### src/rtl/fetch_stage_if.sv
// Bundle of the fetch stage's external signals: downstream control
// (stall/redirect), the synchronous instruction-memory port and the
// instruction presented to the IF/ID register.
interface fetch_stage_if #(
  parameter int ADDR_WIDTH = 10
);
  // Control from later pipeline stages
  logic                  stall;
  logic                  redirect_valid;
  logic [31:0]           redirect_pc;

  // Synchronous instruction memory port
  logic [ADDR_WIDTH-1:0] imem_addr;
  logic [31:0]           imem_data;

  // Instruction handed to IF/ID
  logic [31:0]           if_pc;
  logic [31:0]           if_instr;
  logic                  if_valid;
  logic                  if_misaligned;

  // The fetch stage itself
  modport master (
    input  stall, redirect_valid, redirect_pc, imem_data,
    output imem_addr, if_pc, if_instr, if_valid, if_misaligned
  );

  // Surroundings: pipeline control, instruction memory and IF/ID register
  modport slave (
    output stall, redirect_valid, redirect_pc, imem_data,
    input  imem_addr, if_pc, if_instr, if_valid, if_misaligned
  );
endinterface

### src/rtl/fetch_stage.sv
// Instruction-fetch stage. Owns the PC and presents the next word address to
// a synchronous instruction memory. Because the PC register is loaded with the
// same value that addresses the memory, the data returning one cycle later
// always belongs to pc_q, which hides the memory latency. A single BOOT bubble
// follows reset, so the first read can complete before anything is marked valid.
module fetch_stage #(
  parameter int          ADDR_WIDTH = 10,
  parameter logic [31:0] RESET_PC   = 32'h0000_0000
) (
  input logic          clk,
  input logic          rst,
  fetch_stage_if.master bus
);

  typedef enum logic {
    BOOT = 1'b0,
    RUN  = 1'b1
  } run_state_t;

  logic [31:0] pc_q;
  logic [31:0] next_pc;
  run_state_t  run_q;
  logic        mis_q;
  logic        valid;

  // Pick the address fetched next: reset, redirect, hold (boot/stall) or advance
  always_comb begin
    next_pc = pc_q + 32'd4;
    if (rst) begin
      next_pc = RESET_PC;
    end else if (bus.redirect_valid) begin
      next_pc = {bus.redirect_pc[31:2], 2'b00};
    end else if (run_q == BOOT || bus.stall) begin
      next_pc = pc_q;
    end
  end

  // Track the PC, leave BOOT once, and remember whether a redirect target was misaligned
  always_ff @(posedge clk) begin
    pc_q <= next_pc;
    if (rst) begin
      run_q <= BOOT;
      mis_q <= 1'b0;
    end else if (bus.redirect_valid) begin
      run_q <= RUN;
      mis_q <= (bus.redirect_pc[1:0] != 2'b00);
    end else if (run_q == BOOT) begin
      run_q <= RUN;
    end else if (!bus.stall) begin
      mis_q <= 1'b0;
    end
  end

  assign valid             = (run_q == RUN) & ~bus.redirect_valid & ~rst;

  assign bus.imem_addr     = next_pc[ADDR_WIDTH+1:2];
  assign bus.if_pc         = pc_q;
  assign bus.if_instr      = bus.imem_data;
  assign bus.if_valid      = valid;
  assign bus.if_misaligned = mis_q & valid;

endmodule

### src/flat_wrapper.sv
// flat-port wrapper written by rule: the top's interface ports become plain ports
module fetch_stage_flat 
#(
  parameter int          ADDR_WIDTH = 10,
  parameter logic [31:0] RESET_PC   = 32'h0000_0000
)
  (clk, rst, bus_stall, bus_redirect_valid, bus_redirect_pc, bus_imem_data, bus_imem_addr, bus_if_pc, bus_if_instr, bus_if_valid, bus_if_misaligned);
  fetch_stage_if #(.ADDR_WIDTH(ADDR_WIDTH)) bus_i ();
  input logic clk;
  input logic rst;
  input wire logic [$bits(bus_i.stall)-1:0] bus_stall;
  input wire logic [$bits(bus_i.redirect_valid)-1:0] bus_redirect_valid;
  input wire logic [$bits(bus_i.redirect_pc)-1:0] bus_redirect_pc;
  input wire logic [$bits(bus_i.imem_data)-1:0] bus_imem_data;
  output wire logic [$bits(bus_i.imem_addr)-1:0] bus_imem_addr;
  output wire logic [$bits(bus_i.if_pc)-1:0] bus_if_pc;
  output wire logic [$bits(bus_i.if_instr)-1:0] bus_if_instr;
  output wire logic [$bits(bus_i.if_valid)-1:0] bus_if_valid;
  output wire logic [$bits(bus_i.if_misaligned)-1:0] bus_if_misaligned;
  assign bus_i.stall = bus_stall;
  assign bus_i.redirect_valid = bus_redirect_valid;
  assign bus_i.redirect_pc = bus_redirect_pc;
  assign bus_i.imem_data = bus_imem_data;
  assign bus_imem_addr = bus_i.imem_addr;
  assign bus_if_pc = bus_i.if_pc;
  assign bus_if_instr = bus_i.if_instr;
  assign bus_if_valid = bus_i.if_valid;
  assign bus_if_misaligned = bus_i.if_misaligned;
  fetch_stage #(.ADDR_WIDTH(ADDR_WIDTH), .RESET_PC(RESET_PC)) u_core (.clk(clk), .rst(rst), .bus(bus_i));
endmodule
### config.mk
export PLATFORM = sky130hd
export DESIGN_NAME = fetch_stage_flat
export DESIGN_NICKNAME = d
export VERILOG_FILES = /design/src/rtl/fetch_stage_if.sv /design/src/rtl/fetch_stage.sv /design/src/flat_wrapper.sv
export SDC_FILE = /design/constraint.sdc
export NUM_CORES = 1
export LEC_CHECK = 0
export ABC_AREA = 1
export BUFFER_PORTS_ARGS = -buffer_cell sky130_fd_sc_hd__buf_2
export CORE_ASPECT_RATIO = 0.8
export CORE_MARGIN = 2
export CORE_UTILIZATION = 45
export CTS_CLUSTER_DIAMETER = 60
export DETAILED_ROUTE_END_ITERATION = 10
export PLACE_DENSITY = 0.82
export SKIP_CTS_REPAIR_TIMING = 1
export SLEW_MARGIN = 20
export SYNTH_ARGS = -nofsm -noshare
export SYNTH_HDL_FRONTEND = slang
export SYNTH_SLANG_ARGS = --single-unit
### constraint.sdc
create_clock -name clk -period 1.86 [get_ports clk]
set_input_delay 0.372 -clock clk [delete_from_list [all_inputs] [get_ports clk]]
set_output_delay 0.372 -clock clk [all_outputs]
set_load 0.01 [all_outputs]
Word-level counts from Yosys, hierarchy flattened
Cells that the tools add are included.
- bits in registers: 34
- bits of input ports: 68
- output and inout port bits: 76
- word-level logic and storage cells: 26
- add/sub/neg operators: 1
- equal/unequal tests: 2
- multiplexer cells: 7
- bitwise gates (word level): 6
- reduce and logical (&&, ||, !) cells: 5
- operator list (operator ; count):
    two-way mux 32 bit ; 2
    adder 32 x 3 -> 32 bit (second input constant) ; 1
    two-way mux 12 bit ; 1
    two-way mux 1 bit ; 4
    nonzero test 2 bit ; 2
    AND 1 bit ; 3
    inverter 1 bit ; 3
    inequality test 2 x 1 -> 1 bit (second input constant) ; 1
    inequality test 2 bit (second input constant) ; 1
    AND reduction 2 bit ; 1
    OR reduction 2 bit ; 1
    logical OR 1 bit ; 1

Longest topological paths before layout
- word-level depth: 5
- mapped depth: 9
- depth with buffers taken out: 9

Worst setup path after synthesis
Ideal clock, no wire load.
- path type: reg-to-output
- from: reg u_core.pc_q[3], in the netlist u_core.bus.if_pc[3]
- to: out bus_imem_addr[8]
- arrival time: 1336 ps
- required time: 1488 ps
- path slack: 152 ps
- stages on the path, launching flop included: 10
- path buffers: 0
- path through: dfxtp_1 ha_1 inv_1 nor2_4 nand2_1 inv_1 nand2_1 xnor2_1 o21ai_0 inv_1
- cells in the longest elaborated chain, start to end: 4
- ends and longest elaborated chain (item ; RTL line ; RTL):
    from (decl) ; fetch_stage.sv:20 ; logic [31:0] pc_q;
    from (signal assigned) ; fetch_stage.sv:40 ; pc_q <= next_pc;
    adder 32 x 3 -> 32 bit ; fetch_stage.sv:28 ; next_pc = pc_q + 32'd4;
    two-way mux 32 bit ; fetch_stage.sv:33 ; end else if (run_q == BOOT || bus.stall) begin
    two-way mux 32 bit ; fetch_stage.sv:31 ; end else if (bus.redirect_valid) begin
    two-way mux 12 bit ; fetch_stage.sv:29 ; if (rst) begin
    to (decl) ; flat_wrapper.sv:15 ; output wire logic [$bits(bus_i.imem_addr)-1:0] bus_imem_addr;
No other way between the ends. The select of a mux whose other input is x is not followed.

Final worst setup path
- from: reg u_core.pc_q[2], in the netlist u_core.bus.if_pc[2]
- to: out bus_imem_addr[4]
Same word-level chain as after synthesis.

==> metrics.md <==
| Metric | Value |
|---|---|
| Final hold viol count | 0 |
| Per-cell routed wire length | 13.09 um |
| Leakage power | 1.422 nW |
| First-pass GRT wire length | 10,940 um |
| # DRC | 0 |
| Launching point of the worst reg2reg path | u_core.bus.if_pc[2]$_DFF_P_ |
| I/O Pins | 144 |
| Number of global-route vias before repair | 2,499 |
| CTS clk-pin slew, worst paths | 0.07 ns |
| Post-DP HPWL | 5078 um |
| Seq cells post-synth | 32 |
| Post-synthesis mux area share | 0% |
| Clock Tree Buf Depth | 2 |
| MaxCap Viol Count | 0 |
| Layout Nets | 533 |
| Diode count | 0 |
| Die Height | 70.78 um |
| RR Endpoint | u_core.bus.if_pc[12]$_SDFFE_PP0P_ |
| Hold WS | 0.3219 ns |
| Die area | 0.006191 mm2 |
| GRT Resource Usage Total | 22.04% |
| WP data required | 1.49 ns |
| H-Tree Depth | 2 |
| Tcrit/Tclk final | 107.9% |
| ANT nets after route | 0 |
| Main combinational cell family by area after synthesis | simple AND/OR/NAND/NOR gates |
| Clock latency at the later pin of the worst-skew pair | 0.29 ns |
| Status | finished with violations |
| Register area share after synthesis | 25.54% |
| Post-synth ARST share | 0% |
| WS Path Type | flip-flop to output pin |
| Final Total Pwr | 0.001871 W |
| Core area | 0.005405 mm2 |
| Share of layout cells above drive strength 1 | 31.18% |
| Worst setup margin | -0.1464 ns |
| Number of buffers added on ports | 77 |
| Yosys cell types | 33 |
| Reg2reg path depth | 10 |
| Simple logic cell fraction of the synthesized area | 37.36% |
| FMAX | 498.4 MHz |
| Vias per cell | 5.070 |
| Adder-Cell Fraction of Synth Area | 0.4988% |
| Hold Crit Class | input pin to flip-flop |
| Remaining global-route overflow | 0 |
| Hold path start | bus_redirect_pc[9] |
| TritonCTS Sinks | 32 |
| Synth Area in XOR/XNOR | 1.397% |
| Via count | 2,687 |
| Final WL | 6938 um |
| Max-slew violation total from the final report | 0 |
| FP Rows | 24 |
| Final min period | 2.006 ns |
| Failing checks | setup timing |
| Final setup fails | 6 |
| CP max FO | 4 |
| Area Growth Syn to Fin | 19.80% |
| GPL Wtd Cong | 0.8928 |
| Fillers | 535 |
| Yosys warning total | 0 |
| Post-synth EDFFs | 0 |
| Mean Syn Cell Area | 6.149 um2 |
| R2r setup slk | 0.25 ns |
| Setup crit start kind | flip-flop |
| Syn Std Cell Area | 0.002509 mm2 |
| Worst vdd ir | 382.6 uV |
| Initial Util | 46.41% |
| WHS Endpoint | u_core.bus.if_pc[9]$_DFF_P_ |
| Worst Setup End Kind | output pin |
| Iter 0 DRT Violations | 192 |
| CTS tree | yes |
| Arrival @ worst endpoint | 1.63 ns |
| Worst hold path stage count | 3 |
| Clock skew after layout | 0.006461 ns |
| Root Driver | clkbuf_8 |
| Die width | 87.48 um |
| Router iterations before antenna repair | 4 |
| Top FF cell, synth | dfxtp_1 |
| CTS Buf Count | 5 |
| Largest net degree at the start of global routing | 25 |
| P per Cell Area | 622.6 mW/mm2 |
| Compound-gate portion of the synthesized area | 13.17% |
| Syn Inst Count | 408 |
| Antenna violations before repair | 0 |
| Setup repair after global routing missed its margin | true |
## critical path, cell delays in order (launching register included)
cell	delay, ns
dfxtp_4	0.39
ha_4	0.14
inv_2	0.04
nor2_4	0.10
nand2_2	0.09
or2_0	0.21
nand3_1	0.08
o211ai_1	0.09
inv_1	0.08
buf_2	0.12
## layout make-up
cell class              instances  area, um2  share of cell area, %
multi-input cells             269       1391                  46.29
flip-flops and latches         32      660.6                  21.98
repair buffers                 94      513.0                  17.07
inverters                      62      232.7                  7.744
clock buffers                   7      96.34                  3.206
well taps                      65      81.33                  2.706
clock inverters                 1      30.03                 0.9992
## registers in the layout, summed over array words and instances, names as in the netlist
name	cells
u_core.bus.if_pc	30
u_core.run_q	1
u_core.mis_q	1
## power by group
group	switching, W	internal [W]	leakage [nW]
logic	0.000192	0.000144	1.09
clock network	0.000275	0.000473	0.0645
registers	0.0000599	0.000728	0.268
total	0.000527	0.00134	1.42
## stage by stage
step	setup TNS [ns]	utilization (%)	cell area [um2]	std cells	setup WS (ns)
after detailed placement	-0.008905	50.79	2745	516	-0.008905
final	-0.5638	55.60	3005	530	-0.1464
after floorplan	0	-	2512	409	0.1520
after global routing	-1.372	55.60	3005	530	-0.2531
after CTS	-1.575	53.13	2872	524	-0.3075
after global placement	0	50.79	2745	516	0.06457
## metal layers
metal / GRT usage [%] / share of wire, % / up-vias / wire length [um]
met5: 0 / 0 / - / 0
met4: 9.915 / 2.5 / 0 / 173
met3: 5.601 / 8.5 / 21 / 588
met2: 34.26 / 44 / 133 / 3070
met1: 28.76 / 45 / 1173 / 3105
li1: - / - / 1360 / -
## cell usage in the layout, fill, tap and decap left out, types with 2 or more instances in the layout
| cell type | n |
|---|---|
| nand2_1 | 94 |
| buf_2 | 77 |
| inv_1 | 57 |
| nand3_1 | 34 |
| nor2_1 | 32 |
| dfxtp_1 | 26 |
| o21ai_0 | 25 |
| a21oi_1 | 21 |
| buf_4 | 17 |
| nand2_2 | 11 |
| nor2_4 | 10 |
| clkbuf_8 | 7 |
| o211ai_1 | 5 |
| dfxtp_4 | 5 |
| inv_2 | 4 |
| nor2_2 | 4 |
| o21ai_1 | 3 |
| nand3b_1 | 3 |
| xor2_1 | 3 |
| or2_0 | 2 |
| nor3_1 | 2 |
| o221ai_1 | 2 |
| nand2_4 | 2 |
| a22o_1 | 2 |
| and2_1 | 2 |
| conb_1 | 2 |
## cells by family after synthesis
kind of cell | count (synthesis)
compound gates | 60
xor+xnor | 4
simple gates | 202
fa+ha+maj | 1
buf+inv | 108
other cells | 1
flops | 32
## how the worst max path moves through the flow
stage,from,end,slack [ns]
after floorplan,u_core.bus.if_pc[3]$_DFF_P_,bus_imem_addr[8],0.15
after global placement,bus_stall,bus_imem_addr[3],0.06
after detailed placement,bus_stall,bus_imem_addr[3],-0.009
after CTS,u_core.bus.if_pc[3]$_DFF_P_,bus_imem_addr[8],-0.31
after global routing,u_core.bus.if_pc[2]$_DFF_P_,bus_imem_addr[8],-0.25
final,u_core.bus.if_pc[2]$_DFF_P_,bus_imem_addr[4],-0.15
## cell usage after synthesis, drive strengths merged (2+ instances only)
cell type    n  area share, %
a21oi       21            4.2
a22o         2           0.70
and2         2           0.50
buf         38             11
clkbuf       8            1.4
dfxtp       32             26
inv         61            9.1
nand2      107             17
nand3       36            7.2
nand3b       3           0.90
nor2        46            9.8
nor3         3           0.60
o211ai       5            1.5
o21ai       29            5.8
o221ai       2           0.70
or2          3           0.75
xor2         3            1.0
Note: power is estimated with default switching activity, not from simulation.
